### config.mk
export PLATFORM = sky130hd
export DESIGN_NAME = mux_key_with_default_reg
export DESIGN_NICKNAME = d
export VERILOG_FILES = /design/src/rtl/mux_key_with_default_reg.sv
export SDC_FILE = /design/constraint.sdc
export NUM_CORES = 1
export LEC_CHECK = 0
export BUFFER_PORTS_ARGS = -buffer_cell sky130_fd_sc_hd__buf_4
export CAP_MARGIN = 20
export CELL_PAD_IN_SITES_DETAIL_PLACEMENT = 1
export CELL_PAD_IN_SITES_GLOBAL_PLACEMENT = 2
export CORE_AREA = 2 2 184 186
export CTS_CLUSTER_DIAMETER = 80
export DETAILED_ROUTE_END_ITERATION = 10
export DIE_AREA = 0 0 186 188
export GPL_ROUTABILITY_DRIVEN = 0
export GPL_TIMING_DRIVEN = 1
export PLACE_DENSITY_LB_ADDON = 0.15
export SYNTH_ARGS = -nofsm -noshare
export SYNTH_HDL_FRONTEND = slang
export SYNTH_SLANG_ARGS = --single-unit
### constraint.sdc
create_clock -name clk -period 4.97 [get_ports clk]
set_input_delay 0.994 -clock clk [delete_from_list [all_inputs] [get_ports clk]]
set_output_delay 0.994 -clock clk [all_outputs]
set_load 0.02 [all_outputs]
### src/rtl/mux_key_with_default_reg.sv
// Key-indexed lookup mux with default: out/hit are combinational (0 cycles), out_q/hit_q/out_valid one cycle later.
// No backpressure; in_valid only gates capture into the output registers.
module mux_key_with_default_reg #(
  parameter int NR_KEY   = 10,
  parameter int KEY_LEN  = 4,
  parameter int DATA_LEN = 32
) (
  input  logic                                  clk,
  input  logic                                  rst,
  input  logic                                  in_valid,
  input  logic [KEY_LEN-1:0]                    key,
  input  logic [DATA_LEN-1:0]                   default_out,
  input  logic [NR_KEY*(KEY_LEN+DATA_LEN)-1:0]  lut,
  output logic [DATA_LEN-1:0]                   out,
  output logic                                  hit,
  output logic [DATA_LEN-1:0]                   out_q,
  output logic                                  hit_q,
  output logic                                  out_valid
);

  localparam int PAIR_LEN = KEY_LEN + DATA_LEN;

  logic [KEY_LEN-1:0]  slot_key [NR_KEY];
  logic [DATA_LEN-1:0] slot_dat [NR_KEY];

  for (genvar g = 0; g < NR_KEY; g++) begin : g_slot
    assign slot_key[g] = lut[PAIR_LEN*(g+1)-1 -: KEY_LEN];
    assign slot_dat[g] = lut[PAIR_LEN*g +: DATA_LEN];
  end

  // Ascending scan so the highest matching slot is the last assignment and wins.
  always_comb begin
    out = default_out;
    hit = 1'b0;
    for (int i = 0; i < NR_KEY; i++) begin
      if (slot_key[i] == key) begin
        out = slot_dat[i];
        hit = 1'b1;
      end
    end
  end

  always_ff @(posedge clk or posedge rst) begin
    if (rst) begin
      out_q     <= '0;
      hit_q     <= 1'b0;
      out_valid <= 1'b0;
    end else begin
      out_valid <= in_valid;
      if (in_valid) begin
        out_q <= out;
        hit_q <= hit;
      end
    end
  end

endmodule

==> results of run 1 <==
==> where the power goes <==
group | switching (mW) | internal, mW | leakage [nW]
Sequential | 0.0421 | 0.342 | 0.409
Combinational | 0.741 | 0.625 | 3.62
Clock | 0.158 | 0.200 | 0.0729
==> final timing paths <==
path,from,end
hold reg to reg,out_q[0],out_q[0]
setup / recovery,key[2],out[18]
setup reg to reg,out_q[18],out_q[18]
min in group asynchronous,rst,out_q[21]
max in group asynchronous,rst,out_q[3]
hold / removal,out_q[0],out_q[0]
==> state kept, by name, indices dropped and copies added, names as in the netlist <==
signal and count:
hit_q 1, out_q 32, out_valid 1
==> layer usage <==
layer | up-vias | wire [um]
li1 | 3543 | -
met1 | 3562 | 15400
met2 | 322 | 20300
met3 | 27 | 3260
met4 | 0 | 648
met5 | - | 0
==> stage by stage <==
| stage | hold WS [ps] | cells | cell area, um^2 | utilization [%] | setup slack, ps |
|---|---|---|---|---|---|
| final | 492 | 1599 | 9360 | 28.3 | 591 |
| after global routing | 508 | 1599 | 9360 | 28.3 | 383 |
| after CTS | 496 | 1596 | 9360 | 28.3 | 523 |
| after detailed placement | 480 | 1588 | 9200 | 27.8 | 530 |
| after global placement | 473 | 1588 | 9200 | 27.8 | 569 |
| after floorplan | 595 | 719 | 5160 | - | 1060 |
==> worst reg2reg max path: stages, from the launching register on <==
cell,delay [ps]
dfrtp_1,380
o21ai_0,170
o31ai_1,90
==> logic make-up after synthesis <==
logic type / Yosys count
compound gates: 168
xor+xnor: 40
buf+inv: 78
flops: 34
mux: 32
simple gates: 367
==> layout by cell type (no fill, tap or decap), types with 3 or more instances in the layout <==
cell type  synthesis  final
a2111oi_0          3      3
a2111oi_2         27     27
a211oi_1           3      3
a21oi_1           30     30
a221oi_1           3      3
a22oi_1           30     30
and4_2             0      4
buf_12             0      6
buf_4              3    487
clkbuf_16          0      5
dfrtp_1           34     34
diode_2            0      3
inv_1              6      4
mux2i_1           31     31
nand2_1           66     66
nand2b_1          31     31
nand3_1           88     88
nand4_1            6      6
nor2_1            68     68
nor2b_1           29     29
nor3_1            61     61
nor4_4             2      3
o21ai_0            3      3
o2bb2ai_1         29     29
o311ai_0          29     29
xnor2_1           24     24
xor2_1            16     16
==> area by class of cell <==
type / instances / area, um^2
sequential: 34 / 851
timing repair buffer: 493 / 3780
multi-input combinational: 607 / 3990
clock buffer: 6 / 139
antenna: 3 / 7.51
tap: 448 / 561
clock inverter: 2 / 12.5
inverter: 6 / 22.5
fill: 4038 / 23800
==> flow_summary.toml, run 1 <==
[critical_path]
cpPeakStageDelay_ps = 540
cp.buffers_inverters = 2
critPathTopFamily = "simple AND/OR/NAND/NOR gates"
cpMostUsedCell = "buf_4"
startpoint_type = "input port"
crit_slowest_cell = "nand4_1"
crit_cells = 8
cp_max_fo = 10
end_kind = "primary output"
path_class = "in2out"
rr_worst_depth = 2
worstPathCellList = "buf_4, xnor2_1, nand4_1, and2_1, a2111oi_0, a211oi_1, o21ai_1, buf_4"
critical_path_required_ps = 3980
crit_arrival_ps = 3390
rrSetupSlack_ps = 4180

[clock_tree]
root_buffer = "clkbuf_16"
clk_latency_ps = 290
htree_levels = 2
cts_setup_buffers = 0
cts_buffer_depth = 2
hold_buffers = 0
numCtsBuffers = 5
cts_tree = "built"
cts.repair.resized = 0
path_clk_slew_ps = 70
clkSinkCount = 34

[grt]
met3_usage_pct = 5.87
use_met2_pct = 40.4
grtUsageMet1_pct = 24.6
busiest_layer = "met2"
overflow = 0
grt_pass1_vias = 8199
grt_use_total_pct = 21.8
grt_pass1_wl_mm = 55.2
antenna_found_initial = 2
grt_max_degree = 64

[timing]
finalSetupTns_ps = 0
slew_violations = 0
finalCriticalPeriod_ps = 4380
period_share_pct = 88.1
setup_viol = 0
worstMarginPinSlew_ps = 981
slew_headroom_pct = 34.6
hold_viol = 0
max_freq_mhz = 228
fin_skew_ps = 0
grt_setup_unrepaired = "no"

[logic_synthesis]
synth_top_cell_area_share_pct = 16.5
synth_common_cells = "nand3_1 (88), nor2_1 (68), nand2_1 (66), nor3_1 (61), clkbuf_1 (60)"
synth_ff_type = "dfrtp_1"
synth_most_common_cell = "nand3_1"
synthMuxAreaShare_pct = 6.23
synthTopCellsByArea = "dfrtp_1 (16%), nand3_1 (8.5%), a2111oi_2 (7.9%)"
synth-compound-area-share_pct = 28.4
synth_area_mm2 = 0.00516
synth_largest_area_cell = "dfrtp_1"
postSynth.asyncResetShare_pct = 100
syn_avg_cell_area_um2 = 7.18
yosysWarnings = 0
synth_enable_flop_cells = 0
yosys.area_share.simple_pct = 35.5
synth-adder-area-share_pct = 0
yosysUniqueCellTypes = 45
synth_cells = 719
synthXorXnorAreaFrac_pct = 6.79
synth_seq_cells = 34
synth_top_family_by_area = "simple AND/OR/NAND/NOR gates"
syn_nets = 1118
ys_seq_area_share_pct = 16.5

[die]
die_area_mm2 = 0.0350
core_mm2 = 0.0331
io_pins = 466
die_w_um = 186
die_y_um = 188
num_rows = 67
initial_core_util_pct = 15.6

[routing]
detail_route.iter0.violations = 298
wl_mm = 39.6
drtPass1Iterations = 4
vias = 7454
drc = 0
vias_per_cell = 4.66
ant_nets = 0
wl_per_cell_um = 24.8

[power_and_ir_drop]
ir_drop_v = 0.000101
p_per_area_mw_per_mm2 = 225
finalPower_mw = 2.11
p_leak_nw = 4.10

[cells_and_area]
final_layout_size_suffix_gt1_share_pct = 47.4
layout.nets = 1546
area_growth_pct = 81.4

[run]
max_cap_viol_count = 0

[worst_hold_path]
hold_path.class = "reg2reg"
hold_depth = 1

[placed_design]
dp_hpwl_mm = 30.5
port_buffers = 465

[status]
status = "finished, final reports clean"
No activity file was read; power rests on OpenSTA's default activity.
==> run 2: changes to the inputs <==
--- a/config.mk
+++ b/config.mk
@@ -7,7 +7,7 @@
 export LEC_CHECK = 0
 export BUFFER_PORTS_ARGS = -buffer_cell sky130_fd_sc_hd__buf_4
 export CAP_MARGIN = 20
-export CELL_PAD_IN_SITES_DETAIL_PLACEMENT = 1
+export CELL_PAD_IN_SITES_DETAIL_PLACEMENT = 2
 export CELL_PAD_IN_SITES_GLOBAL_PLACEMENT = 2
 export CORE_AREA = 2 2 184 186
 export CTS_CLUSTER_DIAMETER = 80
==> flow_summary.toml, run 2 (synthesis results as in run 1) <==
[status]
status = "finished, final reports clean"

[placed_design]
placed_cells = 1588
dp_hpwl_mm = 31.4
port_buffers = 465
placed_cell_area_mm2 = 0.00920

[timing]
slew_violations = 0
hold_viol = 0
max_freq_mhz = 226
finalCriticalPeriod_ps = 4420
fin_skew_ps = 0
grt_setup_unrepaired = "no"
worstMarginPinSlew_ps = 982
slew_headroom_pct = 34.5
period_share_pct = 89.0
setup_viol = 0
finalSetupTns_ps = 0
worst_hold_slack_ps = 494

[cells_and_area]
top_register = "out_q"
seq_area_um2 = 851
final_cell_mix = "buf_4 (487), nand3_1 (88), nor2_1 (68)"
largest_reg_flops = 32
area_growth_pct = 81.2
final_layout_size_suffix_gt1_share_pct = 47.3
layoutNonFillerInstCount = 1597
final_common_cell = "buf_4"
largestRegisters = "out_q: 32 flops, hit_q: 1 flops, out_valid: 1 flops"
multi_input_area_mm2 = 0.00399
fill_cells = 3964
layout.nets = 1546
fin_area_mm2 = 0.00935

[power_and_ir_drop]
finalPower_mw = 2.11
p_per_area_mw_per_mm2 = 226
p_leak_nw = 4.10
ir_drop_v = 0.0000974

[clock_tree]
path_clk_slew_ps = 60
cts_buffer_depth = 2
clkSinkCount = 34
numCtsBuffers = 5
hold_buffers = 0
root_buffer = "clkbuf_16"
cts_setup_buffers = 0
clk_latency_ps = 290
cts_tree = "built"
cts.repair.resized = 0
htree_levels = 2

[worst_hold_path]
hold_path.class = "reg2reg"
hold_depth = 1
hold_start = "out_q[2]"
holdPathEnd = "out_q[2]"

[die]
io_pins = 466
core_mm2 = 0.0331
initial_core_util_pct = 15.6
num_rows = 67
die_w_um = 186
die_area_mm2 = 0.0350
die_y_um = 188

[routing]
ant_nets = 0
drtPass1Iterations = 4
vias_per_cell = 4.77
vias = 7625
detail_route.iter0.violations = 252
wl_mm = 40.6
wl_per_cell_um = 25.4
drc = 0

[critical_path]
rr_worst_depth = 2
startpoint_type = "input port"
cp_max_fo = 22
crit_arrival_ps = 3430
regToRegStartpoint = "out_q[18]"
path_class = "in2out"
regToRegEndpoint = "out_q[18]"
end_kind = "primary output"
rrSetupSlack_ps = 4170
critical_path_required_ps = 3980

[grt]
grt_use_total_pct = 22.6
grt_pass1_wl_mm = 57.6
antenna_found_initial = 1
grt_max_degree = 64
overflow = 0
grt_pass1_vias = 8495

[run]
max_cap_viol_count = 0
## run 2: cell count changes in the layout (fill, tap and decap cells not counted), sizes merged
cell      previous run  this run
clkbuf               6         7
clkinvlp             1         0
diode                3         1
## run 2: cell type report
cell class | count | area share, %
Multi-Input combinational cell | 607 | 42.7
Timing Repair Buffer | 493 | 40.4
Sequential cell | 34 | 9.10
Tap cell | 448 | 5.99
Clock buffer | 7 | 1.52
Inverter | 6 | 0.241
Clock inverter | 1 | 0.0535
Antenna cell | 1 | 0.0268
## run 2: how the worst max path moves through the flow
stage	start	endpoint	slack, ps
3_5_place_dp	key[0]	out[5]	520
2_1_floorplan	key[2]	out[0]	1060
3_3_place_gp	key[1]	out[14]	570
5_1_grt	key[0]	out[5]	410
6_report	key[0]	out[5]	550
4_1_cts	key[0]	out[5]	510
## run 2: worst max-delay path, stage by stage
cell and delay (ps):
buf_4 180, xnor2_1 160, and4_2 360, nor3b_4 710, buf_12 320, a2111oi_2 140
a21oi_1 280, nor2b_1 80, buf_4 170
## run 2: metrics by stage
stage	setup slack [ps]	utilization, %
floorplan	1060	-
global placement	569	27.8
detailed placement	516	27.8
CTS	509	28.2
global route	407	28.2
finish	547	28.2
## run 2: where the power goes
| part | internal (mW) | switching [mW] |
|---|---|---|
| Combinational | 0.625 | 0.748 |
| Clock | 0.200 | 0.152 |
| Sequential | 0.342 | 0.0418 |
## run 2: routing by layer
layer / track usage, % / vias up / part of all wire (%)
met5: 0 / - / 0
met4: 3.45 / 0 / 1.1
met3: 6.06 / 24 / 8.1
met2: 42.5 / 310 / 52
met1: 25.7 / 3751 / 39
li1: - / 3540 / -
==> run 3: changes to the inputs <==
--- a/config.mk
+++ b/config.mk
@@ -5,14 +5,15 @@
 export SDC_FILE = /design/constraint.sdc
 export NUM_CORES = 1
 export LEC_CHECK = 0
+export ABC_AREA = 1
 export BUFFER_PORTS_ARGS = -buffer_cell sky130_fd_sc_hd__buf_4
 export CAP_MARGIN = 20
 export CELL_PAD_IN_SITES_DETAIL_PLACEMENT = 2
 export CELL_PAD_IN_SITES_GLOBAL_PLACEMENT = 2
-export CORE_AREA = 2 2 184 186
+export CORE_ASPECT_RATIO = 1.4
+export CORE_UTILIZATION = 19
 export CTS_CLUSTER_DIAMETER = 80
 export DETAILED_ROUTE_END_ITERATION = 10
-export DIE_AREA = 0 0 186 188
 export GPL_ROUTABILITY_DRIVEN = 0
 export GPL_TIMING_DRIVEN = 1
 export PLACE_DENSITY_LB_ADDON = 0.15
==> flow_summary.toml, run 3 <==
[status]
status = "finished, final reports clean"

[worst_hold_path]
hold_path.class = "reg2reg"
hold_start = "out_q[2]"

[routing]
wl_per_cell_um = 21.2
drtPass1Iterations = 4
wl_mm = 44.3
vias_per_cell = 4.60
detail_route.iter0.violations = 290
drc = 0
ant_nets = 0
vias = 9589

[clock_tree]
cts.repair.resized = 0
root_buffer = "clkbuf_16"
cts_setup_buffers = 0
clk_latency_ps = 280
path_clk_slew_ps = 50
cts_tree = "built"
numCtsBuffers = 5
clkSinkCount = 34
htree_levels = 2
cts_buffer_depth = 2
hold_buffers = 0

[cells_and_area]
final_layout_size_suffix_gt1_share_pct = 33.1
area_growth_pct = 62.8
largestRegisters = "out_q: 32 flops, hit_q: 1 flops, out_valid: 1 flops"
fill_cells = 4150
top_register = "out_q"
final_cell_mix = "buf_4 (486), nand2_1 (453), nand3_1 (188)"
final_common_cell = "buf_4"
fin_util_pct = 31.7
fin_area_mm2 = 0.0104
layout.nets = 2030
largest_reg_flops = 32

[timing]
slew_headroom_pct = 31.8
period_share_pct = 88.8
fin_skew_ps = 0
max_freq_mhz = 226
worstMarginPinSlew_ps = 1020
worst_hold_slack_ps = 480
finalCriticalPeriod_ps = 4420
slew_violations = 0
finalSetupTns_ps = 0
hold_viol = 0
setup_viol = 0
grt_setup_unrepaired = "no"

[critical_path]
critical_path_required_ps = 3980
cp_max_fo = 35
crit_slowest_cell = "nand2_2"
critPathTopFamily = "simple AND/OR/NAND/NOR gates"
path_class = "in2out"
worstPathCellList = "buf_4, inv_2, nand2_1, nand2_1, nor2_4, nand2_2, nand3_1, nand2_1, nand2_1, nand2_1, nand2_1, nand2_1, a21boi_1, buf_4"
cpMostUsedCell = "nand2_1"
startpoint_type = "input port"
end_kind = "primary output"
cp.buffers_inverters = 3
regToRegStartpoint = "out_q[0]"
crit_arrival_ps = 3420
cpPeakStageDelay_ps = 560
startpoint = "key[1]"

[grt]
met3_usage_pct = 5.29
grt_pass1_wl_mm = 63.8
grt_max_degree = 47
use_met2_pct = 47.8
grt_pass1_vias = 10600
grt_use_total_pct = 25.3
overflow = 0
antenna_found_initial = 14
busiest_layer = "met2"
grtUsageMet1_pct = 25.6

[die]
die_y_um = 219
io_pins = 466
initial_core_util_pct = 19.5
die_w_um = 157
die_area_mm2 = 0.0343
core_mm2 = 0.0327
num_rows = 78

[logic_synthesis]
synth_ff_type = "dfrtp_1"
synth_most_common_cell = "nand2_1"
synth_cells = 1217
synth_top_cell_area_share_pct = 26.8
synth_seq_cells = 34
synth_largest_area_cell = "nand2_1"
synthTopCellsByArea = "nand2_1 (27%), nand3_1 (15%), dfrtp_1 (13%)"
postSynth.asyncResetShare_pct = 100
yosysUniqueCellTypes = 32
syn_avg_cell_area_um2 = 5.23
syn_nets = 1616
synth_area_mm2 = 0.00637
ys_seq_area_share_pct = 13.4
synth_common_cells = "nand2_1 (454), nand3_1 (188), inv_1 (134), nor2_1 (71), a21oi_1 (66)"
synth_enable_flop_cells = 0
yosysWarnings = 0

[placed_design]
port_buffers = 465
placed_cell_area_mm2 = 0.0102
dp_hpwl_mm = 37.0

[run]
max_cap_viol_count = 0

[power_and_ir_drop]
ir_drop_v = 0.000111
p_leak_nw = 6.10
p_per_area_mw_per_mm2 = 216
==> run 3: path summary, 6_finish.rpt <==
| kind | to | slack [ps] | cells after the start |
|---|---|---|---|
| worst max register to register | out_q[0] | 4320 | 2 |
| min in group asynchronous | out_q[6] | 820 | 3 |
| max in group asynchronous | out_q[1] | 3800 | 3 |
| worst min register to register | out_q[2] | 480 | 2 |
| worst max-delay path | out[24] | 550 | 14 |
| worst min-delay path | out_q[2] | 480 | 2 |
==> run 3: area by class of cell <==
cell class,count,area (um^2),area share [%]
multi-input cells,959,4560,44.0
repair buffers,487,3680,35.5
flip-flops and latches,34,851,8.21
well taps,440,551,5.31
inverters,144,541,5.22
clock buffers,7,143,1.38
diodes,14,35.0,0.338
clock inverters,1,5.00,0.0483
==> run 3: power breakdown <==
group | switching [mW] | total (mW) | internal, mW
Clock | 0.118 | 0.316 | 0.199
Sequential | 0.0369 | 0.379 | 0.342
Combinational | 0.930 | 1.54 | 0.612
Total | 1.09 | 2.24 | 1.15
==> run 3: tightest hold or removal path, delay by kind of cell (launching register included) <==
family	cells	cell delay, ps
flops	1	340
simple gates	2	110
==> run 3: through the flow <==
stage / worst slack, ps / cells / power (mW)
final: 554 / 2086 / 2.24
after global routing: 345 / 2086 / 2.40
after CTS: 522 / 2071 / 2.27
after detailed placement: 525 / 2063 / 1.94
after global placement: 575 / 2063 / 1.91
after floorplan: 1570 / 1217 / 1.14
==> run 3: cells by family (layout without fill, tap and decap cells) <==
group	count (synthesis)	in the layout	synth area share, %
compound gates	130	130	11.6
xor+xnor	29	29	4.23
buf+inv	224	639	15.4
flops	34	34	13.4
other cells	0	14	0
simple gates	800	800	55.4
==> run 3: metal layers <==
metal  wire, um  up-vias
met4       1990        0
met2      23500      338
met3       2870       73
met5          0        -
met1      15900     4544
li1           -     4634
